[config.mk]
export PLATFORM = sky130hd
export DESIGN_NAME = spram_scale_arbiter
export DESIGN_NICKNAME = d
export VERILOG_FILES = /design/src/rtl/spram_scale_arbiter.sv
export SDC_FILE = /design/constraint.sdc
export NUM_CORES = 1
export LEC_CHECK = 0
export CAP_MARGIN = 5
export CORE_ASPECT_RATIO = 1.2
export CORE_MARGIN = 3
export CORE_UTILIZATION = 40
export CTS_CLUSTER_DIAMETER = 40
export DETAILED_ROUTE_END_ITERATION = 10
export PLACE_DENSITY = 0.93
export REMOVE_ABC_BUFFERS = 1
export SYNTH_ARGS = -nofsm -noshare
export SYNTH_HDL_FRONTEND = slang
export SYNTH_SLANG_ARGS = --single-unit
[constraint.sdc]
create_clock -name clk -period 2.61 [get_ports clk]
set_input_delay 0.522 -clock clk [delete_from_list [all_inputs] [get_ports clk]]
set_output_delay 0.522 -clock clk [all_outputs]
set_load 0.03 [all_outputs]
[src/rtl/spram_scale_arbiter.sv]
// Shares one single-port scale SRAM between a DMA write requester and a
// compute read requester. One RAM op per cycle, round-robin arbitration,
// read-valid tracking, and a zero-fill sweep of the whole array.
module spram_scale_arbiter #(
    parameter int DW     = 16,
    parameter int AW     = 4,
    parameter int DEPTH  = 16,
    parameter int RD_LAT = 1
) (
    input  logic          clk,
    input  logic          rst,
    input  logic          init_req,
    output logic          init_done,
    output logic          busy,
    input  logic          wr_valid,
    input  logic [AW-1:0] wr_addr,
    input  logic [DW-1:0] wr_data,
    output logic          wr_ready,
    input  logic          rd_valid,
    input  logic [AW-1:0] rd_addr,
    output logic          rd_ready,
    output logic          rd_rvalid,
    output logic [DW-1:0] rd_rdata,
    output logic          mem_cs,
    output logic          mem_we,
    output logic [AW-1:0] mem_addr,
    output logic [DW-1:0] mem_wdata,
    input  logic [DW-1:0] mem_rdata
);
    typedef enum logic {ST_RUN, ST_INIT} state_t;
    typedef enum logic {GNT_WR, GNT_RD} gnt_t;

    typedef struct packed {
        logic          cs;
        logic          we;
        logic [AW-1:0] addr;
        logic [DW-1:0] wdata;
    } mem_op_t;

    // Terminal sweep address; compared explicitly so DEPTH need not be a power of 2.
    localparam logic [AW-1:0] INIT_LAST = AW'(DEPTH - 1);

    state_t        state;
    gnt_t          last_gnt;
    logic [AW-1:0] init_cnt;
    logic          init_last;   // last sweep write was registered this edge
    logic [RD_LAT:0] vld_pipe;
    mem_op_t       op_q;
    logic          wr_hs, rd_hs;

    // Round-robin readies: on contention the side that did not win last goes.
    always_comb begin
        wr_ready = 1'b0;
        rd_ready = 1'b0;
        if (state == ST_RUN) begin
            if (wr_valid && rd_valid) begin
                rd_ready = (last_gnt == GNT_WR);
                wr_ready = (last_gnt == GNT_RD);
            end else begin
                wr_ready = wr_valid;
                rd_ready = rd_valid;
            end
        end
    end

    assign wr_hs = wr_valid & wr_ready;
    assign rd_hs = rd_valid & rd_ready;

    // State machine, RAM op register, sweep counter and read-valid pipe.
    always_ff @(posedge clk or posedge rst) begin
        if (rst) begin
            state     <= ST_RUN;
            last_gnt  <= GNT_WR;
            init_cnt  <= '0;
            init_last <= 1'b0;
            init_done <= 1'b0;
            vld_pipe  <= '0;
            op_q      <= '0;
        end else begin
            vld_pipe[0] <= rd_hs;
            for (int i = 1; i <= RD_LAT; i++) vld_pipe[i] <= vld_pipe[i-1];
            init_done <= init_last;
            init_last <= 1'b0;
            op_q.cs   <= 1'b0;
            op_q.we   <= 1'b0;
            case (state)
                ST_RUN: begin
                    if (wr_hs) begin
                        op_q     <= '{cs: 1'b1, we: 1'b1, addr: wr_addr, wdata: wr_data};
                        last_gnt <= GNT_WR;
                    end else if (rd_hs) begin
                        op_q.cs   <= 1'b1;
                        op_q.addr <= rd_addr;
                        last_gnt  <= GNT_RD;
                    end
                    // A handshake in the same cycle is issued above; sweep starts next cycle.
                    if (init_req) begin
                        state    <= ST_INIT;
                        init_cnt <= '0;
                    end
                end
                ST_INIT: begin
                    op_q <= '{cs: 1'b1, we: 1'b1, addr: init_cnt, wdata: '0};
                    if (init_cnt == INIT_LAST) begin
                        state     <= ST_RUN;
                        init_cnt  <= '0;
                        init_last <= 1'b1;
                    end else begin
                        init_cnt <= init_cnt + AW'(1);
                    end
                end
                default: state <= ST_RUN;
            endcase
        end
    end

    assign mem_cs    = op_q.cs;
    assign mem_we    = op_q.we;
    assign mem_addr  = op_q.addr;
    assign mem_wdata = op_q.wdata;
    assign rd_rvalid = vld_pipe[RD_LAT];
    assign rd_rdata  = mem_rdata;
    assign busy      = (state == ST_INIT) | (|vld_pipe);

endmodule
---- Word level (Yosys, flattened, before mapping) ----
Cells that the tools add are included.
cells by class
  bitwise gates (word level) .............. 5
  add/subtract/negate cells ............... 1
  $lt $le $gt $ge ......................... 0
  div/mod/pow operators ................... 0
  eq/ne operators ......................... 4
  $mul .................................... 0
  shifts and indexed selects .............. 0
  muxes and demuxes ....................... 21
  reductions and logical operators ........ 4
operators with widths
  kind                   count
  $pmux W22 S2           1
  $mux W16               1
  $mux W4                4
  $mux W1                13
  $pmux W4 S2            1
  $add A4 B1 Y4 const B  1
  $eq A4 B4 Y1 const B   1
  $ne A2 B2 Y1 const B   2
  $ne A3 B3 Y1 const B   1
  $and A1 B1 Y1          2
  $not A1 Y1             2
  $pmux W1 S2            1
  $reduce_and A2 Y1      1
  $reduce_bool A2 Y1     1
  $reduce_or A2 Y1       1
  $logic_and A1 B1 Y1    1
  $or A1 B1 Y1           1
storage, ports and cells
  output and inout port bits .............. 43
  latch bits .............................. 0
  word-level logic and storage cells ...... 45
  bits in registers ....................... 32
  memory bits (read-only) ................. 0
  memories ................................ 0
  RAM bits ................................ 0

---- Depth between registers and ports, before layout ----
Gate-level depths: netlist of the first run.
  depth in word-level cells ............... 7
  gate-level depth with buffers ........... 5
  depth with buffers taken out ............ 4

---- Least setup slack after synthesis of the first run ----
Ideal clock, no wire load.
  path kind ............................... register -> output
  start point ............................. register state
  end point ............................... output busy
  arrival ................................. 1.050 ns
  stages on the path, launching flop included .. 3
  buffers on the path ..................... 1
  required time ........................... 2.088 ns
  slack ................................... 1.038 ns
  path through ............................ dfrtp_1 -> buf_2 -> or3_1
on the way
  longest elaborated chain between the ends .. 1
ends and longest elaborated chain
  what                      line  text
  start: declaration        43    state_t state;
  start signal: assignment  72    state <= ST_RUN;
  start signal: assignment  98    state <= ST_INIT;
  start signal: assignment  105   state <= ST_RUN;
  $or A1 B1 Y1              123   assign busy = (state == ST_INIT) | (|vld_pipe);
  end: declaration          14    output logic busy,
No other way between the ends.

---- Worst setup path after layout of the first run ----
  start point ............................. input rd_valid
  end point ............................... output rd_ready
on the way
  longest elaborated chain between the ends .. 3
ends and longest elaborated chain
  what                 line  text
  start: declaration   19    input logic rd_valid,
  $logic_and A1 B1 Y1  56    if (wr_valid && rd_valid) begin
  $mux W1 *            56
  $mux W1 *            55    if (state == ST_RUN) begin
  end: declaration     21    output logic rd_ready,
Every way passes the cells marked *; elsewhere a longest branch is shown, timed or not.

==> out/qor.csv, run 1 <==
stage,metric,value,unit
synthesis,Adder-Cell Fraction of Synth Area,0.00867,
clock_network,Post-CTS Setup Inserts,0,
synthesis,Post-Synthesis Cells,125,
finish,# diodes,0,
route,vias per cell,5.44,
critical_path,Worst Path Required,2.09,ns
clock_network,CTS tree,yes,
critical_path,CP Class,in2out,
timing,top achievable clock speed,0.416,GHz
route,total number of vias,1126,
clock_network,clk_lat worst skew,0.28,ns
critical_path,Worst Path Arrival,1.88,ns
global_routing,first-pass GRT wire length,5520,um
clock_network,H-tree depth,2,
clock_network,CTS Buf Count,5,
synthesis,"FF+latch count, synth",32,
placed_design,placed insts,200,
critical_path,critical path endpoint category,primary output,
pwr,Pleak,0.897,nW
timing,Setup Viol. Count Final,0,
global_routing,pin count of the biggest net entering global routing,33,
critical_path,Startpoint Class,primary input,
synthesis,Synth top cells by count,"dfrtp_1, buf_4, a22o_1",
synthesis,"Seq/Total Area, Yosys",0.555,
placed_design,DP Worst Slack,0.199,ns
synthesis,cell taking the most area after synthesis,dfrtp_1,
synthesis,Mean Syn Cell Area,11.5,sq um
global_routing,grt total ovfl,0,
timing,post-route setup slack,0.209,ns
synthesis,compound-cell area share of the yosys netlist,0.173,
finish,area delta synth->final,38.6,%
clock_network,post-cts gate resize count,0,
global_routing,initial antenna violation count,0,
timing,Hold Fails Final Rpt,0,
min_path,hold path start,init_last$_DFF_PP0_,
finish,"Design Area, Final",0.00200,sq mm
min_path,Tightest Hold Check Type,reg2reg,
synthesis,ys flop type,dfrtp_1,
floorplan,Die W,60.8,um
route,DRT Wirelength,3440,um
critical_path,R2R Path End,mem_wdata[8]$_DFFE_PP0P_,
critical_path,worst reg2reg path depth,4,
synthesis,share of the synthesized area in the top cell type,0.555,
clock_network,CTS Sinks,32,
critical_path,"Max FO, Critical Path",4,
clock_network,Clock Tree Root,clkbuf_8,
floorplan,Rows,23,
timing,Tmin final,2.40,ns
min_path,hold endpoint,init_done$_DFF_PP0_,
global_routing,Total GRT Usage,0.172,
synthesis,Synth Area in XOR/XNOR,0.00607,
min_path,Hold Path Depth,0,
floorplan,Top Ports,88,
clock_network,clk buf depth,2,
clock_network,"CTS clk-pin slew, worst paths",0.06,ns
timing,Clock Skew,0.00507,ns
timing,Worst Tran Pin Value,0.401,ns
floorplan,die area,0.00437,sq mm
route,Pre-antenna DRT Iters,4,
pwr,"IR drop worst, VDD",641,uV
synthesis,main area contributors after synthesis,"dfrtp_1, a22o_1, buf_4",
global_routing,vias in the first global route,1200,
route,# DRC,0,
synthesis,mux share of post-synthesis cell area,0,
placed_design,RD Place Congestion,0.747,
job,Max-cap violations,0,
synthesis,largest family of logic cells by synthesized area,compound AO/OA/AOI/OAI gates,
placed_design,Port Buffer Count,55,
timing,final hold slack,0.360,ns
route,drt first-iter violations,44,
timing,Tcrit/Tclk final,0.920,
synthesis,post-synthesis simple-gate area fraction,0.117,
floorplan,Chip Height,71.8,um
run_status,outcome,"finished, final reports clean",
clock_network,"Hold-fix buffers, CTS",0,
synthesis,Yosys warnings,0,
floorplan,initial core utilization,0.425,
synthesis,most common cell in the synthesized netlist,dfrtp_1,
placed_design,Post-DP Area,0.00190,sq mm
floorplan,core region area,0.00340,sq mm
synthesis,async set-or-reset flop fraction in the synthesized netlist,1.00,
critical_path,R2R setup slack,1.11,ns
timing,slew margin rel.,0.733,
route,Avg WL per Cell,16.6,um
finish,fraction of layout cells with a size suffix above 1,0.106,
finish,"non-filler cells, final",207,
pwr,Power Density,841,mW/mm^2
timing,unrepaired setup endpoints after global routing,false,
route,Final ANT Viol Nets,0,
finish,Nets,216,
critical_path,reg2reg start,state$_DFF_PP0_,
synthesis,synth unique cells,30,
timing,setup_tns,0,ns
finish,Filler cells,298,
timing,fin. max-slew vios,0,
placed_design,DP Wirelength,2580,um
synthesis,synthesized area,0.00144,sq mm
synthesis,Post-synth EDFFs,0,
cells in the final DEF, fill, tap and decap left out:
cell,instances
a31oi_1,4
a22o_1,16
nand2b_4,1
a21oi_1,2
or3_1,2
nand3b_1,1
buf_4,7
inv_1,6
a22oi_1,1
o311ai_0,1
o211ai_1,1
nand2b_2,1
or3b_1,1
a21oi_2,1
xor2_1,1
ha_1,1
o21ai_1,3
o21ai_0,4
clkbuf_8,7
and4_1,1
nand2b_1,2
nor2_1,6
o31ai_1,1
nand4b_1,3
dfrtp_1,32
nand2_1,9
clkdlybuf4s50_1,54
nor2b_4,1
stage by stage:
stage | total power [mW] | utilization
floorplan | 1.03 | -
detailed placement | 1.29 | 0.560
global placement | 1.27 | 0.560
finish | 1.68 | 0.589
CTS | 1.70 | 0.589
global route | 1.77 | 0.589
registers in the layout, indices dropped and copies added (netlist names):
signal	flops
state	1
vld_pipe	2
mem_cs	1
mem_wdata	16
init_cnt	4
init_done	1
last_gnt	1
mem_we	1
mem_addr	4
init_last	1
worst max path at each step:
stage	startpoint	endpoint	slack, ns	depth (start not counted)
2_1_floorplan	state$_DFF_PP0_	wr_ready	0.92	2
3_3_place_gp	rd_valid	rd_ready	0.24	4
3_5_place_dp	rd_valid	rd_ready	0.20	4
4_1_cts	rd_valid	rd_ready	0.19	4
5_1_grt	wr_valid	rd_ready	0.1	5
6_report	rd_valid	rd_ready	0.21	4
layer usage:
metal,part of all wire,global-route usage,up-vias
met5,0,0.0390,-
met3,0.11,0.0991,8
met4,0.018,0.0675,0
li1,-,-,510
met1,0.39,0.194,537
met2,0.48,0.262,71
worst max-delay path: stages:
cell	delay, ns
clkdlybuf4s50_1	0.48
nand3b_1	0.13
inv_1	0.08
clkdlybuf4s50_1	0.66
power by group:
part           internal (mW)  total [mW]  switching (mW)  leakage [nW]
combinational          0.272       0.589           0.317         0.433
clock                  0.234       0.400           0.166        0.0503
sequential             0.599       0.692          0.0931         0.414
kinds of logic (layout without fill, tap and decap cells):
| group | count (synthesis) | after routing |
|---|---|---|
| AND/OR/NAND/NOR | 28 | 28 |
| flip-flops | 32 | 32 |
| AO/OA/AOI/OAI | 34 | 34 |
| XOR/XNOR | 1 | 1 |
| adder cells (fa/ha/maj) | 1 | 1 |
| buffers and inverters | 29 | 74 |
area by class of cell:
cell class | count | area [sq um] | area share
Clock buffer | 7 | 96.3 | 0.0482
Timing Repair Buffer | 61 | 593 | 0.297
Sequential cell | 32 | 801 | 0.401
Tap cell | 37 | 46.3 | 0.0232
Multi-Input combinational cell | 64 | 440 | 0.220
Inverter | 6 | 22.5 | 0.0113
No activity file was read; power rests on OpenSTA's default activity.
==> run 2: changes to the inputs <==
CORE_UTILIZATION = 37   (was 40)
PLACE_DENSITY = 0.87   (was 0.93)
clock period = 2.33 ns   (was 2.61 ns; I/O delays follow)
==> out/qor.csv, run 2 (synthesized netlist as in run 1, its figures left out) <==
stage,metric,value,unit
finish,fraction of layout cells with a size suffix above 1,0.0947,
floorplan,core region area,0.00369,sq mm
placed_design,Port Buffer Count,55,
clock_network,clk buf depth,2,
min_path,hold path start,init_last$_DFF_PP0_,
clock_network,CTS Buf Count,5,
job,Max-cap violations,0,
finish,max reg flops,16,
global_routing,grt total ovfl,0,
route,Pre-antenna DRT Iters,4,
timing,Worst Tran Pin Value,0.389,ns
finish,Finished Core Util,0.540,
floorplan,Chip Height,74.4,um
timing,setup_tns,0,ns
clock_network,Post-CTS Setup Inserts,0,
clock_network,H-tree depth,2,
route,Final ANT Viol Nets,0,
floorplan,Rows,24,
timing,fin. max-slew vios,0,
critical_path,CP Class,reg2out,
clock_network,CTS Sinks,32,
finish,"most common cell after layout, fill and taps aside",clkdlybuf4s50_1,
timing,Tmin final,2.08,ns
pwr,Power Density,927,mW/mm^2
clock_network,"CTS clk-pin slew, worst paths",0.06,ns
min_path,hold endpoint,init_done$_DFF_PP0_,
critical_path,Critical Path Source,state$_DFF_PP0_,
critical_path,Startpoint Class,register,
min_path,Hold Path Depth,0,
critical_path,Worst Path Required,1.86,ns
route,# DRC,0,
finish,area delta synth->final,38.2,%
critical_path,R2R Path End,mem_addr[3]$_DFFE_PP0P_,
floorplan,Die W,63,um
finish,# diodes,0,
clock_network,"Hold-fix buffers, CTS",0,
route,DRT Wirelength,3180,um
min_path,Tightest Hold Check Type,reg2reg,
clock_network,CTS tree,yes,
finish,"commonest cells after routing, fill and taps aside","clkdlybuf4s50_1, dfrtp_1, a22o_1",
clock_network,post-cts gate resize count,0,
placed_design,RD Place Congestion,0.779,
global_routing,vias in the first global route,1065,
finish,Filler cells,309,
critical_path,reg2reg start,state$_DFF_PP0_,
critical_path,R2R setup slack,0.87,ns
critical_path,worst reg2reg path depth,6,
timing,top achievable clock speed,0.481,GHz
timing,Tcrit/Tclk final,0.892,
critical_path,critical path endpoint category,primary output,
timing,Hold Fails Final Rpt,0,
pwr,"IR drop worst, VDD",514,uV
floorplan,Top Ports,88,
timing,unrepaired setup endpoints after global routing,false,
critical_path,"Max FO, Critical Path",2,
critical_path,Worst Path Arrival,1.61,ns
timing,Setup Viol. Count Final,0,
route,drt first-iter violations,16,
timing,slew margin rel.,0.741,
clock_network,Clock Tree Root,clkbuf_8,
route,total number of vias,1081,
global_routing,Total GRT Usage,0.138,
clock_network,clk_lat worst skew,0.28,ns
finish,Nets,214,
timing,Clock Skew,0.00592,ns
route,Avg WL per Cell,14.4,um
placed_design,DP Wirelength,2400,um
route,vias per cell,4.89,
global_routing,initial antenna violation count,0,
global_routing,pin count of the biggest net entering global routing,33,
run_status,outcome,"finished, final reports clean",
floorplan,initial core utilization,0.391,
pwr,Pleak,0.885,nW
global_routing,first-pass GRT wire length,4930,um
floorplan,die area,0.00469,sq mm
## run 2: worst max path at each step
stage               slack [ns]  cells past startpoint  endpoint
floorplan                 0.69                      2  wr_ready
global placement          0.37                      5  rd_ready
global route              0.20                      2      busy
detailed placement        0.33                      5  rd_ready
finish                    0.25                      2      busy
CTS                       0.23                      2      busy
## run 2: metrics by stage
| step | cells | setup slack, ns | instance area, sq um | power (mW) | hold WS [ns] |
|---|---|---|---|---|---|
| floorplan | 102 | 0.693 | 1260 | 1.15 | 0.331 |
| global placement | 213 | 0.371 | 1900 | 1.42 | 0.333 |
| detailed placement | 213 | 0.325 | 1900 | 1.43 | 0.336 |
| CTS | 221 | 0.234 | 1990 | 1.87 | 0.351 |
| global route | 221 | 0.201 | 1990 | 1.95 | 0.361 |
| finish | 221 | 0.253 | 1990 | 1.85 | 0.349 |
## run 2: layer usage
metal / share of wire / GRT usage / vias to the layer above
met5: 0 / 0.0417 / -
met4: 0.018 / 0.0686 / 0
met3: 0.12 / 0.0906 / 6
met2: 0.47 / 0.219 / 66
met1: 0.39 / 0.138 / 498
li1: - / - / 511
## run 2: critical path, stage by stage, from the launching register on
cell and delay, ns:
dfrtp_1 0.38, or3_1 0.36, clkdlybuf4s50_1 0.59
## run 2: cell type report
cell class	count	area, sq um	area share
well taps	52	65.1	0.0326
repair buffers	59	576	0.289
multi-input cells	64	440	0.221
flip-flops and latches	32	801	0.402
inverters	6	22.5	0.0113
clock buffers	8	90.1	0.0452
## run 2: power breakdown
part	internal (mW)	total, mW	switching [mW]
combinational	0.302	0.658	0.356
sequential	0.670	0.764	0.0940
clock	0.240	0.426	0.186
==> run 3: changes to the inputs <==
CORE_MARGIN = 2   (was 3)
GPL_ROUTABILITY_DRIVEN = 0   (was unset)
==> out/qor.csv, run 3 (synthesized netlist as in run 1, its figures left out) <==
stage,metric,value,unit
pwr,Power Density,925,mW/mm^2
clock_network,clk_lat worst skew,0.27,ns
route,Final ANT Viol Nets,0,
global_routing,first-pass GRT wire length,5020,um
route,DRT Wirelength,3100,um
min_path,Tightest Hold Check Type,reg2reg,
finish,Finished Core Util,0.542,
timing,fin. max-slew vios,0,
critical_path,cell chain of the critical path,"or3_1, clkdlybuf4s50_1",
pwr,total power draw,1.85,mW
floorplan,core region area,0.00369,sq mm
timing,Worst Tran Pin Value,0.397,ns
critical_path,critical path endpoint category,primary output,
finish,FF+latch area,801,sq um
floorplan,Die W,61,um
route,Pre-antenna DRT Iters,3,
placed_design,Post-DP Area,0.00191,sq mm
finish,"non-filler cells, final",222,
critical_path,slowest CP cell,clkdlybuf4s50_1,
timing,final hold slack,0.349,ns
global_routing,vias in the first global route,1126,
job,Max-cap violations,0,
clock_network,CTS Buf Count,5,
timing,setup_tns,0,ns
critical_path,Worst Path Required,1.86,ns
timing,Hold Fails Final Rpt,0,
timing,slew margin rel.,0.736,
global_routing,grt total ovfl,0,
route,drt first-iter violations,22,
floorplan,Top Ports,88,
clock_network,H-tree depth,2,
global_routing,pin count of the biggest net entering global routing,33,
finish,"most common cell after layout, fill and taps aside",clkdlybuf4s50_1,
finish,Nets,215,
finish,"Design Area, Final",0.00200,sq mm
floorplan,die area,0.00442,sq mm
run_status,outcome,"finished, final reports clean",
critical_path,worst reg2reg path depth,6,
route,# DRC,0,
placed_design,DP Worst Slack,0.342,ns
clock_network,"Hold-fix buffers, CTS",0,
route,total number of vias,1106,
clock_network,post-cts gate resize count,0,
route,vias per cell,4.98,
finish,multi-input logic area,440,sq um
min_path,Hold Path Depth,0,
floorplan,initial core utilization,0.391,
finish,"commonest cells after routing, fill and taps aside","clkdlybuf4s50_1, dfrtp_1, a22o_1",
clock_network,CTS tree,yes,
finish,# diodes,0,
clock_network,Post-CTS Setup Inserts,0,
clock_network,clk buf depth,2,
timing,post-route setup slack,0.261,ns
finish,area delta synth->final,38.8,%
timing,Clock Skew,0.00272,ns
floorplan,Rows,24,
pwr,Pleak,0.890,nW
critical_path,Worst Path Arrival,1.60,ns
timing,Tmin final,2.07,ns
finish,max reg flops,16,
placed_design,Port Buffer Count,55,
timing,Tcrit/Tclk final,0.888,
clock_network,"CTS clk-pin slew, worst paths",0.06,ns
placed_design,DP Wirelength,2300,um
clock_network,Clock Tree Root,clkbuf_8,
global_routing,Total GRT Usage,0.157,
critical_path,CP Class,reg2out,
timing,Setup Viol. Count Final,0,
finish,Filler cells,330,
clock_network,CTS Sinks,32,
critical_path,highest cell delay on the worst timing path,0.59,ns
floorplan,Chip Height,72.4,um
route,Avg WL per Cell,14.0,um
critical_path,Startpoint Class,register,
placed_design,placed insts,214,
pwr,"IR drop worst, VDD",476,uV
finish,fraction of layout cells with a size suffix above 1,0.100,
global_routing,initial antenna violation count,0,
timing,top achievable clock speed,0.483,GHz
critical_path,"Max FO, Critical Path",2,
timing,unrepaired setup endpoints after global routing,false,
[run 3: changes by cell type in the layout (fill, tap and decap cells not counted), sizes merged]
cell,delta
buf,+1
[run 3: final cells by class]
| type | count | area share |
|---|---|---|
| Sequential cell | 32 | 0.400 |
| Clock buffer | 8 | 0.0450 |
| Timing Repair Buffer | 60 | 0.291 |
| Inverter | 6 | 0.0113 |
| Tap cell | 52 | 0.0325 |
| Multi-Input combinational cell | 64 | 0.220 |
[run 3: critical path, delay by kind of cell, from the launching register on]
kind	cells	cell delay [ns]
buffers and inverters	1	0.59
AND/OR/NAND/NOR	1	0.36
flip-flops	1	0.38
[run 3: path summary, 6_finish.rpt]
kind                                startpoint                         to  slack (ns)
max in group asynchronous                  rst   mem_wdata[7]$_DFFE_PP0P_        1.47
min                        init_last$_DFF_PP0_        init_done$_DFF_PP0_        0.35
min in group asynchronous                  rst  mem_wdata[11]$_DFFE_PP0P_        0.57
max                            state$_DFF_PP0_                       busy        0.26
min reg2reg                init_last$_DFF_PP0_        init_done$_DFF_PP0_        0.35
max reg2reg                    state$_DFF_PP0_    mem_addr[3]$_DFFE_PP0P_        0.87
[run 3: where the power goes]
part | internal (mW) | switching, mW | total, mW
sequential | 0.670 | 0.0941 | 0.764
combinational | 0.306 | 0.357 | 0.663
clock | 0.240 | 0.183 | 0.424
[run 3: metal layers]
layer,global-route usage,wire length [um],vias up,part of all wire
li1,-,-,513,-
met2,0.232,1410,73,0.46
met5,0.0390,0,-,0
met3,0.111,388,6,0.13
met1,0.169,1250,514,0.40
met4,0.0652,54,0,0.017
